$ cat src/rtl/serial_subtractor_if.sv
// Operand/result bundle for the bit-serial subtractor.
interface serial_subtractor_if #(
   parameter int WIDTH = 8
);
   logic             start;
   logic [WIDTH-1:0] a;
   logic [WIDTH-1:0] b;
   logic [WIDTH-1:0] diff;
   logic             borrow_out;
   logic             busy;
   logic             done;

   modport master (
      output start, a, b,
      input  diff, borrow_out, busy, done
   );

   modport slave (
      input  start, a, b,
      output diff, borrow_out, busy, done
   );
endinterface

$ cat src/rtl/serial_subtractor.sv
// Bit-serial unsigned subtractor: one bit per clock, LSB first.
// Result and final borrow are registered and only update on entry to DONE.
//
// state | meaning
// IDLE  | waiting for start; operands captured when start is seen
// SHIFT | processing one bit per cycle, WIDTH cycles total
// DONE  | result valid and freshly loaded; one-cycle done pulse
module serial_subtractor #(
   parameter int WIDTH = 8
) (
   input  logic               clk,
   input  logic               rst,
   serial_subtractor_if.slave bus
);
   localparam int CW = $clog2(WIDTH + 1);

   typedef enum logic [1:0] {
      IDLE  = 2'd0,
      SHIFT = 2'd1,
      DONE  = 2'd2
   } state_t;

   state_t           state;
   state_t           state_nxt;
   logic [WIDTH-1:0] a_sr;
   logic [WIDTH-1:0] b_sr;
   logic [WIDTH-1:0] part;
   logic [WIDTH-1:0] diff_q;
   logic             bor;
   logic             borrow_q;
   logic [CW-1:0]    cnt;
   logic             d_bit;
   logic             bor_nxt;
   logic             last_bit;

   // Full-subtractor cell on the current LSBs.
   assign d_bit    = a_sr[0] ^ b_sr[0] ^ bor;
   assign bor_nxt  = (~a_sr[0] & b_sr[0]) | (~(a_sr[0] ^ b_sr[0]) & bor);
   assign last_bit = (cnt == CW'(WIDTH - 1));

   assign bus.diff       = diff_q;
   assign bus.borrow_out = borrow_q;
   assign bus.busy       = (state == SHIFT);
   assign bus.done       = (state == DONE);

   // State register.
   always_ff @(posedge clk or posedge rst) begin
      if (rst) begin
         state <= IDLE;
      end else begin
         state <= state_nxt;
      end
   end

   // Next-state decode; start is only looked at in IDLE.
   always_comb begin
      state_nxt = state;
      case (state)
         IDLE:    if (bus.start) state_nxt = SHIFT;
         SHIFT:   if (last_bit)  state_nxt = DONE;
         DONE:    state_nxt = IDLE;
         default: state_nxt = IDLE;
      endcase
   end

   // Operand capture, bit-serial datapath and result registers.
   always_ff @(posedge clk or posedge rst) begin
      if (rst) begin
         a_sr     <= '0;
         b_sr     <= '0;
         part     <= '0;
         bor      <= 1'b0;
         cnt      <= '0;
         diff_q   <= '0;
         borrow_q <= 1'b0;
      end else begin
         case (state)
            IDLE: begin
               if (bus.start) begin
                  a_sr <= bus.a;
                  b_sr <= bus.b;
                  part <= '0;
                  bor  <= 1'b0;
                  cnt  <= '0;
               end
            end
            SHIFT: begin
               a_sr <= a_sr >> 1;
               b_sr <= b_sr >> 1;
               part <= {d_bit, part[WIDTH-1:1]};
               bor  <= bor_nxt;
               cnt  <= cnt + CW'(1);
               // The last bit goes straight into diff so DONE sees the full result.
               if (last_bit) begin
                  diff_q   <= {d_bit, part[WIDTH-1:1]};
                  borrow_q <= bor_nxt;
               end
            end
            default: begin
            end
         endcase
      end
   end
endmodule

$ cat src/flat_wrapper.sv
// flat-port wrapper written by rule: the top's interface ports become plain ports
module serial_subtractor_flat 
#(
   parameter int WIDTH = 8
)
  (clk, rst, bus_start, bus_a, bus_b, bus_diff, bus_borrow_out, bus_busy, bus_done);
  serial_subtractor_if #(.WIDTH(WIDTH)) bus_i ();
  input  logic clk;
  input  logic rst;
  input wire logic [$bits(bus_i.start)-1:0] bus_start;
  input wire logic [$bits(bus_i.a)-1:0] bus_a;
  input wire logic [$bits(bus_i.b)-1:0] bus_b;
  output wire logic [$bits(bus_i.diff)-1:0] bus_diff;
  output wire logic [$bits(bus_i.borrow_out)-1:0] bus_borrow_out;
  output wire logic [$bits(bus_i.busy)-1:0] bus_busy;
  output wire logic [$bits(bus_i.done)-1:0] bus_done;
  assign bus_i.start = bus_start;
  assign bus_i.a = bus_a;
  assign bus_i.b = bus_b;
  assign bus_diff = bus_i.diff;
  assign bus_borrow_out = bus_i.borrow_out;
  assign bus_busy = bus_i.busy;
  assign bus_done = bus_i.done;
  serial_subtractor #(.WIDTH(WIDTH)) u_core (.clk(clk), .rst(rst), .bus(bus_i));
endmodule
$ cat config.mk
export PLATFORM = sky130hd
export DESIGN_NAME = serial_subtractor_flat
export DESIGN_NICKNAME = d
export VERILOG_FILES = /design/src/rtl/serial_subtractor_if.sv /design/src/rtl/serial_subtractor.sv /design/src/flat_wrapper.sv
export SDC_FILE = /design/constraint.sdc
export NUM_CORES = 1
export LEC_CHECK = 0
export CAP_MARGIN = 20
export CORE_UTILIZATION = 43
export CTS_CLUSTER_SIZE = 14
export DETAILED_ROUTE_END_ITERATION = 12
export PLACE_DENSITY = 0.74
export SKIP_CTS_REPAIR_TIMING = 1
export SKIP_LAST_GASP = 1
export SLEW_MARGIN = 40
export SYNTH_ARGS = -nofsm -noshare
export SYNTH_HDL_FRONTEND = slang
export SYNTH_SLANG_ARGS = --single-unit
$ cat constraint.sdc
create_clock -name clk -period 2 [get_ports clk]
set_input_delay 0.4 -clock clk [delete_from_list [all_inputs] [get_ports clk]]
set_output_delay 0.4 -clock clk [all_outputs]
set_load 0.005 [all_outputs]
==> impl_metrics.env <==
export IMPL_final_nets=203
export IMPL_clk_latency_ns=0.29
export IMPL_cts_sinks=39
export IMPL_cts_tree="built"
export IMPL_worstPathMaxFanout=5
export IMPL_grt_pass1_wl_um=5660
export IMPL_critPathBufInv=2
export IMPL_grt_ovfl_total=0
export IMPL_grt_max_degree=40
export IMPL_vias_per_cell=5.25
export IMPL_rows=22
export IMPL_ys_ff_latch=39
export IMPL_ir_drop_mv=0.514
export IMPL_hp_class="reg2reg"
export IMPL_gp_congestion=0.799
export IMPL_worstSetupPathType="reg2out"
export IMPL_critPathArrivalTime_ns=1.45
export IMPL_regToRegEndpoint="u_core.bus.diff[7]"
export IMPL_yosysWarnings=0
export IMPL_layout_common_cells="dfrtp_1, clkdlybuf4s50_1, nand2_1, o21ai_0, a21oi_1"
export IMPL_area_growth_pct=29.1
export IMPL_yosysSeqAreaShare_pct=58.2
export IMPL_start_kind="register"
export IMPL_power_leakage_nw=0.982
export IMPL_wl_per_cell_um=13.9
export IMPL_drtIter0Drc=46
export IMPL_worst_setup_path_startpoint="u_core.state[1]"
export IMPL_min_period_over_period_pct=92.7
export IMPL_cap_violations=0
export IMPL_via_count=1212
export IMPL_core_area_mm2=0.00369
export IMPL_path_cells="nand2b_4, inv_2, clkdlybuf4s50_1"
export IMPL_p_per_area_mw_per_mm2=1370
export IMPL_maxSlewViolCount=0
export IMPL_critPathTopFamily="buffers and inverters"
export IMPL_period_minus_slack_ns=1.85
export IMPL_relSlewSlack_pct=68.2
export IMPL_drive_gt1_share_pct=14.8
export IMPL_status="complete, no violations"
export IMPL_tightestPinTransition_ns=0.477
export IMPL_drt_drc_violations_left=0
export IMPL_grt_util_all_layers_pct=18.4
export IMPL_fmax_mhz=539
export IMPL_cp_depth=3
export IMPL_wl_um=3220
export IMPL_required_ns=1.60
export IMPL_critPathMaxStageDelay_ns=0.49
export IMPL_cts_htree_levels=2
export IMPL_die_h_um=64.5
export IMPL_netlist_area_mm2=0.00168
export IMPL_antenna_left=0
export IMPL_cts_buffer_depth=2
export IMPL_cts_made_buffers=5
export IMPL_r2r_setup_slack_ns=0.34
export IMPL_clk_pin_slew_ns=0.07
export IMPL_finalClockSkew_ns=0.00564
export IMPL_synth_cell_types=26
export IMPL_dp_hpwl_um=2160
export IMPL_io_buffers=29
export IMPL_rsz0062_at_grt="false"
export IMPL_root_buffer="clkbuf_8"
export IMPL_hold_violations=0
export IMPL_design_die_area_mm2=0.00416
export IMPL_r2r_start="u_core.cnt[0]"
export IMPL_start_util_pct=45.5
export IMPL_antenna_found_initial=0
export IMPL_r2r_cells=4
export IMPL_syn_inst=148
export IMPL_postSynthAreaPerCell_um2=11.3
export IMPL_cp_end_kind="primary output"
export IMPL_critPathSlowestCell="clkdlybuf4s50_1"
export IMPL_fp_dieW_um=64.5
export IMPL_grt_pass1_vias=1264
export IMPL_n_antenna_cell=0
export IMPL_hold_slack_ns=0.487
export IMPL_firstDrtPassIters=4
export IMPL_critPathCapture="bus_busy"
export IMPL_fin_setup_tns_ns=0
export IMPL_layout_commonest_cell="dfrtp_1"
export IMPL_syn_num_nets=169
export IMPL_setup_violations_final=0
export IMPL_io_pins=30
-- Yosys cell counts --
master,n,share of area [%]
a21oi_1,11,3.3
o21ai_0,16,4.8
o21bai_1,1,0.45
mux2i_1,2,1.2
o22ai_1,2,0.75
a22oi_1,6,2.7
a22o_2,1,0.60
a31oi_1,1,0.37
nand2b_1,2,0.75
nand2_2,1,0.37
nor2b_1,5,1.9
ha_1,1,0.75
a22o_1,8,4.2
fa_1,1,1.2
mux2_2,8,5.4
dfrtp_1,39,58
a41oi_1,1,0.52
inv_2,1,0.22
inv_1,5,1.1
nor2_1,1,0.22
clkbuf_1,6,1.3
nor3_4,1,0.97
buf_2,2,0.60
nand2_1,17,3.8
and3b_1,8,4.2
nand3_1,1,0.30
-- worst register-to-register path: stages, from the launching register on --
cell and delay (ns):
dfrtp_1 0.41, ha_1 0.24, nand2_2 0.09, nor3_4 0.41, mux2_2 0.39
-- area by class of cell --
class,instances,area [um^2]
timing repair buffer,35,335
fill,323,1520
tap,48,60.1
clock buffer,6,82.6
inverter,6,22.5
multi-input combinational,95,654
sequential,39,976
clock inverter,2,35.0
-- registers in the layout (all words and copies together) (netlist names) --
signal,count
u_core.bor,1
u_core.bus.borrow_out,1
u_core.bus.diff,8
u_core.part,7
u_core.a_sr,8
u_core.b_sr,8
u_core.state,2
u_core.cnt,4
-- power breakdown --
group          switching [mW]  leakage [nW]  internal [mW]
logic                   0.425         0.418          0.562
clock network           0.264        0.0612          0.403
registers               0.215         0.503           1.09
total                   0.904         0.982           2.06
-- per-layer routing --
metal	part of all wire, %	track usage, %	up-vias	routed length (um)
met5	0	0	-	0
li1	-	-	589	-
met2	47	29.2	27	1530
met4	1.6	7.50	0	53
met3	5.2	7.39	6	167
met1	46	22.1	590	1470
-- metrics by stage --
step | utilization [%] | area (um^2) | setup slack (ns) | std cells | total power [mW]
after floorplan | - | 1680 | 0.503 | 148 | 1.88
after global placement | 55.3 | 2040 | 0.130 | 223 | 2.25
after detailed placement | 55.3 | 2040 | 0.0560 | 223 | 2.30
after CTS | 58.5 | 2160 | 0.0333 | 231 | 2.98
after global routing | 58.7 | 2170 | 0.0741 | 231 | 3.17
final | 58.7 | 2170 | 0.146 | 231 | 2.96
-- how the worst min path moves through the flow --
stage / startpoint / end / cells past startpoint / slack [ns]
after floorplan: u_core.b_sr[1] / u_core.b_sr[1] / 2 / 0.45
after global placement: u_core.a_sr[5] / u_core.a_sr[5] / 2 / 0.47
after detailed placement: u_core.b_sr[6] / u_core.b_sr[6] / 2 / 0.47
after CTS: u_core.b_sr[6] / u_core.b_sr[6] / 2 / 0.49
after global routing: u_core.bus.diff[1] / u_core.bus.diff[1] / 1 / 0.54
final: u_core.a_sr[4] / u_core.a_sr[4] / 2 / 0.49
-- kinds of logic after synthesis --
group,after synthesis,synth area share [%]
compound gates,47,17.6
buf+inv,14,3.28
flops,39,58.2
fa+ha+maj,2,1.94
simple gates,36,12.5
mux,10,6.56
(Power assumes the default switching activity.)
